$ cat config.mk
export PLATFORM = sky130hd
export DESIGN_NAME = jtag_tap_param
export DESIGN_NICKNAME = d
export VERILOG_FILES = /design/src/rtl/jtag_tap_param.sv
export SDC_FILE = /design/constraint.sdc
export NUM_CORES = 1
export LEC_CHECK = 0
export ABC_AREA = 1
export CAP_MARGIN = 25
export CELL_PAD_IN_SITES_DETAIL_PLACEMENT = 2
export CELL_PAD_IN_SITES_GLOBAL_PLACEMENT = 2
export CORE_AREA = 2 2 104 131
export CTS_CLUSTER_DIAMETER = 30
export DETAILED_ROUTE_END_ITERATION = 10
export DIE_AREA = 0 0 106 133
export PLACE_DENSITY = 0.87
export SLEW_MARGIN = 20
export SYNTH_ARGS = -nofsm -noshare
export SYNTH_HDL_FRONTEND = slang
export SYNTH_SLANG_ARGS = --single-unit
export TNS_END_PERCENT = 20
$ cat constraint.sdc
create_clock -name clk -period 1.7 [get_ports clk]
set_input_delay 0.255 -clock clk [delete_from_list [all_inputs] [get_ports clk]]
set_output_delay 0.255 -clock clk [all_outputs]
set_load 0.05 [all_outputs]
$ cat src/rtl/jtag_tap_param.sv
// IEEE 1149.1-style TAP controller with a parametrised instruction register and
// BYPASS / IDCODE / boundary-scan / USER data registers; tdo is the LSB of the active shift path.
module jtag_tap_param #(
    parameter int unsigned IR_W   = 4,
    parameter logic [31:0] IDCODE = 32'h1A5A_A001,
    parameter int unsigned BSR_W  = 8,
    parameter int unsigned USER_W = 16
) (
    input  logic              clk,
    input  logic              rst_n,
    input  logic              tdi,
    input  logic              tms,
    output logic              tdo,
    output logic              tdo_en,
    output logic [3:0]        tap_state,
    output logic [IR_W-1:0]   ir_out,
    input  logic [BSR_W-1:0]  pins_in,
    output logic [BSR_W-1:0]  pins_out,
    output logic              extest,
    input  logic [USER_W-1:0] user_in,
    output logic [USER_W-1:0] user_out,
    output logic              user_upd
);

    typedef enum logic [3:0] {
        TLR   = 4'h0, RTI   = 4'h1, SELDR = 4'h2, CAPDR = 4'h3,
        SHDR  = 4'h4, EX1DR = 4'h5, PDR   = 4'h6, EX2DR = 4'h7,
        UPDR  = 4'h8, SELIR = 4'h9, CAPIR = 4'hA, SHIR  = 4'hB,
        EX1IR = 4'hC, PIR   = 4'hD, EX2IR = 4'hE, UPIR  = 4'hF
    } tap_state_e;

    typedef enum logic [1:0] {
        DR_BYPASS = 2'd0,
        DR_IDCODE = 2'd1,
        DR_BSR    = 2'd2,
        DR_USER   = 2'd3
    } dr_sel_e;

    localparam logic [IR_W-1:0] OP_IDCODE = IR_W'(4'h1);
    localparam logic [IR_W-1:0] OP_SAMPLE = IR_W'(4'h2);
    localparam logic [IR_W-1:0] OP_EXTEST = IR_W'(4'h3);
    localparam logic [IR_W-1:0] OP_USER   = IR_W'(4'h4);
    localparam logic [IR_W-1:0] OP_BYPASS = {IR_W{1'b1}};

    tap_state_e        state_q, state_d;
    logic [IR_W-1:0]   ir_q, ir_d;
    logic [IR_W-1:0]   ir_shift_q, ir_shift_d;
    logic [31:0]       idcode_dr_q, idcode_dr_d;
    logic [BSR_W-1:0]  bsr_q, bsr_d;
    logic [USER_W-1:0] user_dr_q, user_dr_d;
    logic              bypass_q, bypass_d;
    logic [BSR_W-1:0]  pins_out_q, pins_out_d;
    logic [USER_W-1:0] user_out_q, user_out_d;
    logic              user_upd_q, user_upd_d;
    dr_sel_e           dr_sel_s;

    // Instruction decode; unrecognised opcodes fall back to BYPASS
    always_comb begin
        dr_sel_s = DR_BYPASS;
        case (ir_q)
            OP_IDCODE:            dr_sel_s = DR_IDCODE;
            OP_SAMPLE, OP_EXTEST: dr_sel_s = DR_BSR;
            OP_USER:              dr_sel_s = DR_USER;
            OP_BYPASS:            dr_sel_s = DR_BYPASS;
            default:              dr_sel_s = DR_BYPASS;
        endcase
    end

    // TMS-driven state graph
    always_comb begin
        state_d = TLR;
        case (state_q)
            TLR:     state_d = tms ? TLR   : RTI;
            RTI:     state_d = tms ? SELDR : RTI;
            SELDR:   state_d = tms ? SELIR : CAPDR;
            CAPDR:   state_d = tms ? EX1DR : SHDR;
            SHDR:    state_d = tms ? EX1DR : SHDR;
            EX1DR:   state_d = tms ? UPDR  : PDR;
            PDR:     state_d = tms ? EX2DR : PDR;
            EX2DR:   state_d = tms ? UPDR  : SHDR;
            UPDR:    state_d = tms ? SELDR : RTI;
            SELIR:   state_d = tms ? TLR   : CAPIR;
            CAPIR:   state_d = tms ? EX1IR : SHIR;
            SHIR:    state_d = tms ? EX1IR : SHIR;
            EX1IR:   state_d = tms ? UPIR  : PIR;
            PIR:     state_d = tms ? EX2IR : PIR;
            EX2IR:   state_d = tms ? UPIR  : SHIR;
            UPIR:    state_d = tms ? SELDR : RTI;
            default: state_d = TLR;
        endcase
    end

    // Register actions keyed off the current state; everything else holds
    always_comb begin
        ir_d        = ir_q;
        ir_shift_d  = ir_shift_q;
        idcode_dr_d = idcode_dr_q;
        bsr_d       = bsr_q;
        user_dr_d   = user_dr_q;
        bypass_d    = bypass_q;
        pins_out_d  = pins_out_q;
        user_out_d  = user_out_q;
        user_upd_d  = 1'b0;
        case (state_q)
            TLR:   ir_d       = OP_IDCODE;
            CAPIR: ir_shift_d = IR_W'(2'b01);
            SHIR:  ir_shift_d = (ir_shift_q >> 1) | (IR_W'(tdi) << (IR_W - 1));
            UPIR:  ir_d       = ir_shift_q;
            CAPDR: begin
                case (dr_sel_s)
                    DR_IDCODE: idcode_dr_d = IDCODE;
                    DR_BSR:    bsr_d       = pins_in;
                    DR_USER:   user_dr_d   = user_in;
                    default:   bypass_d    = 1'b0;
                endcase
            end
            SHDR: begin
                // tdi enters at the MSB so the register emerges LSB-first on tdo
                case (dr_sel_s)
                    DR_IDCODE: idcode_dr_d = (idcode_dr_q >> 1) | (32'(tdi) << 31);
                    DR_BSR:    bsr_d       = (bsr_q >> 1) | (BSR_W'(tdi) << (BSR_W - 1));
                    DR_USER:   user_dr_d   = (user_dr_q >> 1) | (USER_W'(tdi) << (USER_W - 1));
                    default:   bypass_d    = tdi;
                endcase
            end
            UPDR: begin
                case (dr_sel_s)
                    DR_BSR:  pins_out_d = bsr_q;
                    DR_USER: begin
                        user_out_d = user_dr_q;
                        user_upd_d = 1'b1;
                    end
                    default: user_upd_d = 1'b0;
                endcase
            end
            default: user_upd_d = 1'b0;
        endcase
    end

    // tdo presents the first bit as soon as a shift state is entered
    always_comb begin
        tdo = 1'b0;
        case (state_q)
            SHIR: tdo = ir_shift_q[0];
            SHDR: begin
                case (dr_sel_s)
                    DR_IDCODE: tdo = idcode_dr_q[0];
                    DR_BSR:    tdo = bsr_q[0];
                    DR_USER:   tdo = user_dr_q[0];
                    default:   tdo = bypass_q;
                endcase
            end
            default: tdo = 1'b0;
        endcase
    end

    // State and register file; TRST discards any partial scan and clears update latches
    always_ff @(posedge clk or negedge rst_n) begin
        if (!rst_n) begin
            state_q     <= TLR;
            ir_q        <= OP_IDCODE;
            ir_shift_q  <= {IR_W{1'b0}};
            idcode_dr_q <= 32'h0000_0000;
            bsr_q       <= {BSR_W{1'b0}};
            user_dr_q   <= {USER_W{1'b0}};
            bypass_q    <= 1'b0;
            pins_out_q  <= {BSR_W{1'b0}};
            user_out_q  <= {USER_W{1'b0}};
            user_upd_q  <= 1'b0;
        end else begin
            state_q     <= state_d;
            ir_q        <= ir_d;
            ir_shift_q  <= ir_shift_d;
            idcode_dr_q <= idcode_dr_d;
            bsr_q       <= bsr_d;
            user_dr_q   <= user_dr_d;
            bypass_q    <= bypass_d;
            pins_out_q  <= pins_out_d;
            user_out_q  <= user_out_d;
            user_upd_q  <= user_upd_d;
        end
    end

    assign tdo_en    = (state_q == SHIR) || (state_q == SHDR);
    assign tap_state = state_q;
    assign ir_out    = ir_q;
    assign extest    = (ir_q == OP_EXTEST);
    assign pins_out  = pins_out_q;
    assign user_out  = user_out_q;
    assign user_upd  = user_upd_q;

endmodule

==> out/qor.yml <==
ir_drop_uv: 724.4
synth-seq-cells: 94
io_pins: 64
synth_top_area_cell: "dfrtp_1"
fin_crit_ns: 1.941
gr-usage-met3_pct: 3.990
cp_max_fo: 3
ff2ff_setup_slack_ns: 0.02
setup_ws_ns: -0.2411
drive_gt1_share_pct: 21.11
fin_nets: 563
drtAntennaViolNets: 0
ys.warnings.count: 0
cts_buffers: 9
die_h_um: 133
maxCapViolCount: 0
grt_max_degree: 95
cpMostUsedCell: "nand2_1"
clock_path_buffers: 2
critical_path_arrival_ns: 1.69
syn_avg_cell_area_um2: 9.048
intPower_mw: 4.687
cts_tree: "yes"
io_buffers: 63
p_seq_share_pct: 38.3
start_kind: "flop"
use_met2_pct: 38.49
critPathKind: "flop to output pin"
yosysUniqueCellTypes: 26
route.vias.total: 3535
place_area_um2: 4918
placementRows: 47
htree_levels: 3
final_common_cell: "nand2_1"
slowest_delay_ns: 0.59
crit_chain: "nor2_4 > nand3_1 > nand2_1 > nor2_1 > nand2_1 > nand2_2 > nand2_4 > buf_12"
gp_congestion: 0.9195
wl_per_cell_um: 19.27
area_growth_pct: 28.73
ys_top_cells_by_area: "dfrtp_1 56%, nand2_1 10%, inv_1 6.6%"
clock.fmax_mhz: 515.2
grt_overflow: 0
hold_ws_ns: 0.4914
setup_viol: 2
top_usage_layer: "met2"
endpoint_kind: "output pin"
start_util_pct: 32.17
die_width_um: 106
synth.net_count: 490
clk_pin_slew_worst_paths_ns: 0.07
synth_area_um2: 4180
total_power_mw: 7.466
fillers: 1415
via_per_inst: 4.972
place_ws_ns: -0.01822
antenna_cells: 0
dpl.hpwl_um: 8223
hold_class: "flop to flop"
final_cell_mix: "108 x nand2_1, 87 x dfrtp_1, 70 x inv_1"
hold_viol_final: 0
path_buf_inv: 1
grt_pass1_wl_um: 21710
root_buffer: "clkbuf_16"
powerDensity_nw_per_um2: 1387
status: "finished, violations left"
crit_slowest_cell: "dfstp_2"
violations: "negative setup slack"
grtUsageMet1_pct: 21.62
maxSlewViolCount: 0
first_pass_iters: 4
first_global_vias: 4063
switching_power_mw: 2.779
core_um2: 13000
clock_sinks: 94
grt_use_total_pct: 19.77
finalNonFillerCells: 711
fp.dieArea_um2: 14100
crit_required_ns: 1.44
fin_crit_sh_pct: 114.2
yosys.area.top_type_share_pct: 55.67
fin_skew_ns: 0.01042
antenna_found_initial: 0
clkLatencyLatePin_ns: 0.34
rsz0062_at_grt: "true"
combPwrFrac_pct: 32.9
wirelength_um: 13700
worst_slew_pin_slew_ns: 0.5158
dp.cells: 685
critPathTopFamily: "simple AND/OR/NAND/NOR gates"
leakage_nw: 2.697
stdcell_area_um2: 5381
detail_route.iter0.violations: 138
swShare_pct: 37.22
synth_cells: 462
ys_seq_area_share_pct: 56.30
drc: 0
clkPwrFrac_pct: 28.8
relSlewSlack_pct: 65.61
[area by class of cell]
cell class                      instances  area [µm²]  area share (%)
Sequential cell                        94        2361           43.87
Multi-Input combinational cell        274        1454           27.02
Timing Repair Buffer                   79       748.2           13.90
Inverter                               77       291.5           5.417
Clock buffer                           14       274.0           5.092
Tap cell                              171       214.0           3.976
Clock inverter                          2       38.79          0.7208
[power groups by stage]
stage | sequential (mW) | combinational (mW) | clock [mW]
4_1_cts | 2.85 | 2.39 | 2.19
5_1_grt | 2.89 | 2.69 | 2.29
6_report | 2.86 | 2.46 | 2.15
3_3_place_gp | 2.82 | 2.14 | 0
2_1_floorplan | 2.95 | 1.42 | 0
3_5_place_dp | 2.86 | 2.26 | 0
[kinds of logic (layout without fill, tap and decap cells)]
group | count (synthesis) | in the layout | share of synthesized area [%]
flip-flops | 94 | 94 | 56.30
AO/OA/AOI/OAI | 119 | 119 | 16.28
AND/OR/NAND/NOR | 153 | 155 | 16.31
buffers and inverters | 96 | 172 | 11.10
[worst register-to-register path: stages, from the launching register on]
cell     delay (ns)
dfrtp_2        0.44
inv_1          0.10
nor2_4         0.15
buf_4          0.16
nand2_1        0.10
inv_2          0.16
nand3_4        0.23
nand2_1        0.16
o21ai_2        0.07
[timing repair]
item                       in CTS  in global routing
setup endpoints to repair      17                 42
gates resized for setup        16                  7
hold endpoints to repair       34                  0
hold buffers                    1                  0
pin swaps                       4                  5
gates cloned                    0                  2
setup buffers                   4                  3
[metal layers]
metal  share of wire (%)  vias up
met3                 3.3       16
met4                 1.5        0
met1                  38     1828
met2                  57       64
li1                    -     1627
met5                   0        -
[through the flow]
step,TNS [ns],utilization [%]
2_1_floorplan,-0.07586,-
3_3_place_gp,0,37.85
3_5_place_dp,-0.03459,37.85
4_1_cts,-0.4744,40.82
5_1_grt,-1.142,41.41
6_report,-0.3074,41.41
[worst paths after layout]
path / depth (start not counted) / to / start
max reg2reg: 8 / pins_out[3]$_DFFE_PN0P_ / tap_state[3]$_DFF_PN0_
max: 8 / tdo / ir_out[0]$_DFFE_PN1P_
max in group asynchronous: 3 / user_out[12]$_DFFE_PN0P_ / rst_n
min reg2reg: 2 / pins_out[5]$_DFFE_PN0P_ / pins_out[5]$_DFFE_PN0P_
min: 2 / pins_out[5]$_DFFE_PN0P_ / pins_out[5]$_DFFE_PN0P_
min in group asynchronous: 3 / ir_shift_q[0]$_DFFE_PN0P_ / rst_n
[state kept, by name (all words and copies together), names as in the netlist]
register,count
ir_shift_q,4
ir_out,4
user_out,16
tap_state,4
bsr_q,8
pins_out,8
idcode_dr_q,32
user_dr_q,16
bypass_q,1
user_upd,1
[cell usage after synthesis, drive strengths merged]
library cell  number
a21oi              4
a22oi             10
a31oi              1
buf               18
clkbuf             1
dfrtp             93
dfstp              1
inv               77
nand2            117
nand3             11
nand3b             2
nor2              22
nor3               1
o21ai             78
o22ai             26
Note: power is estimated with default switching activity, not from simulation.
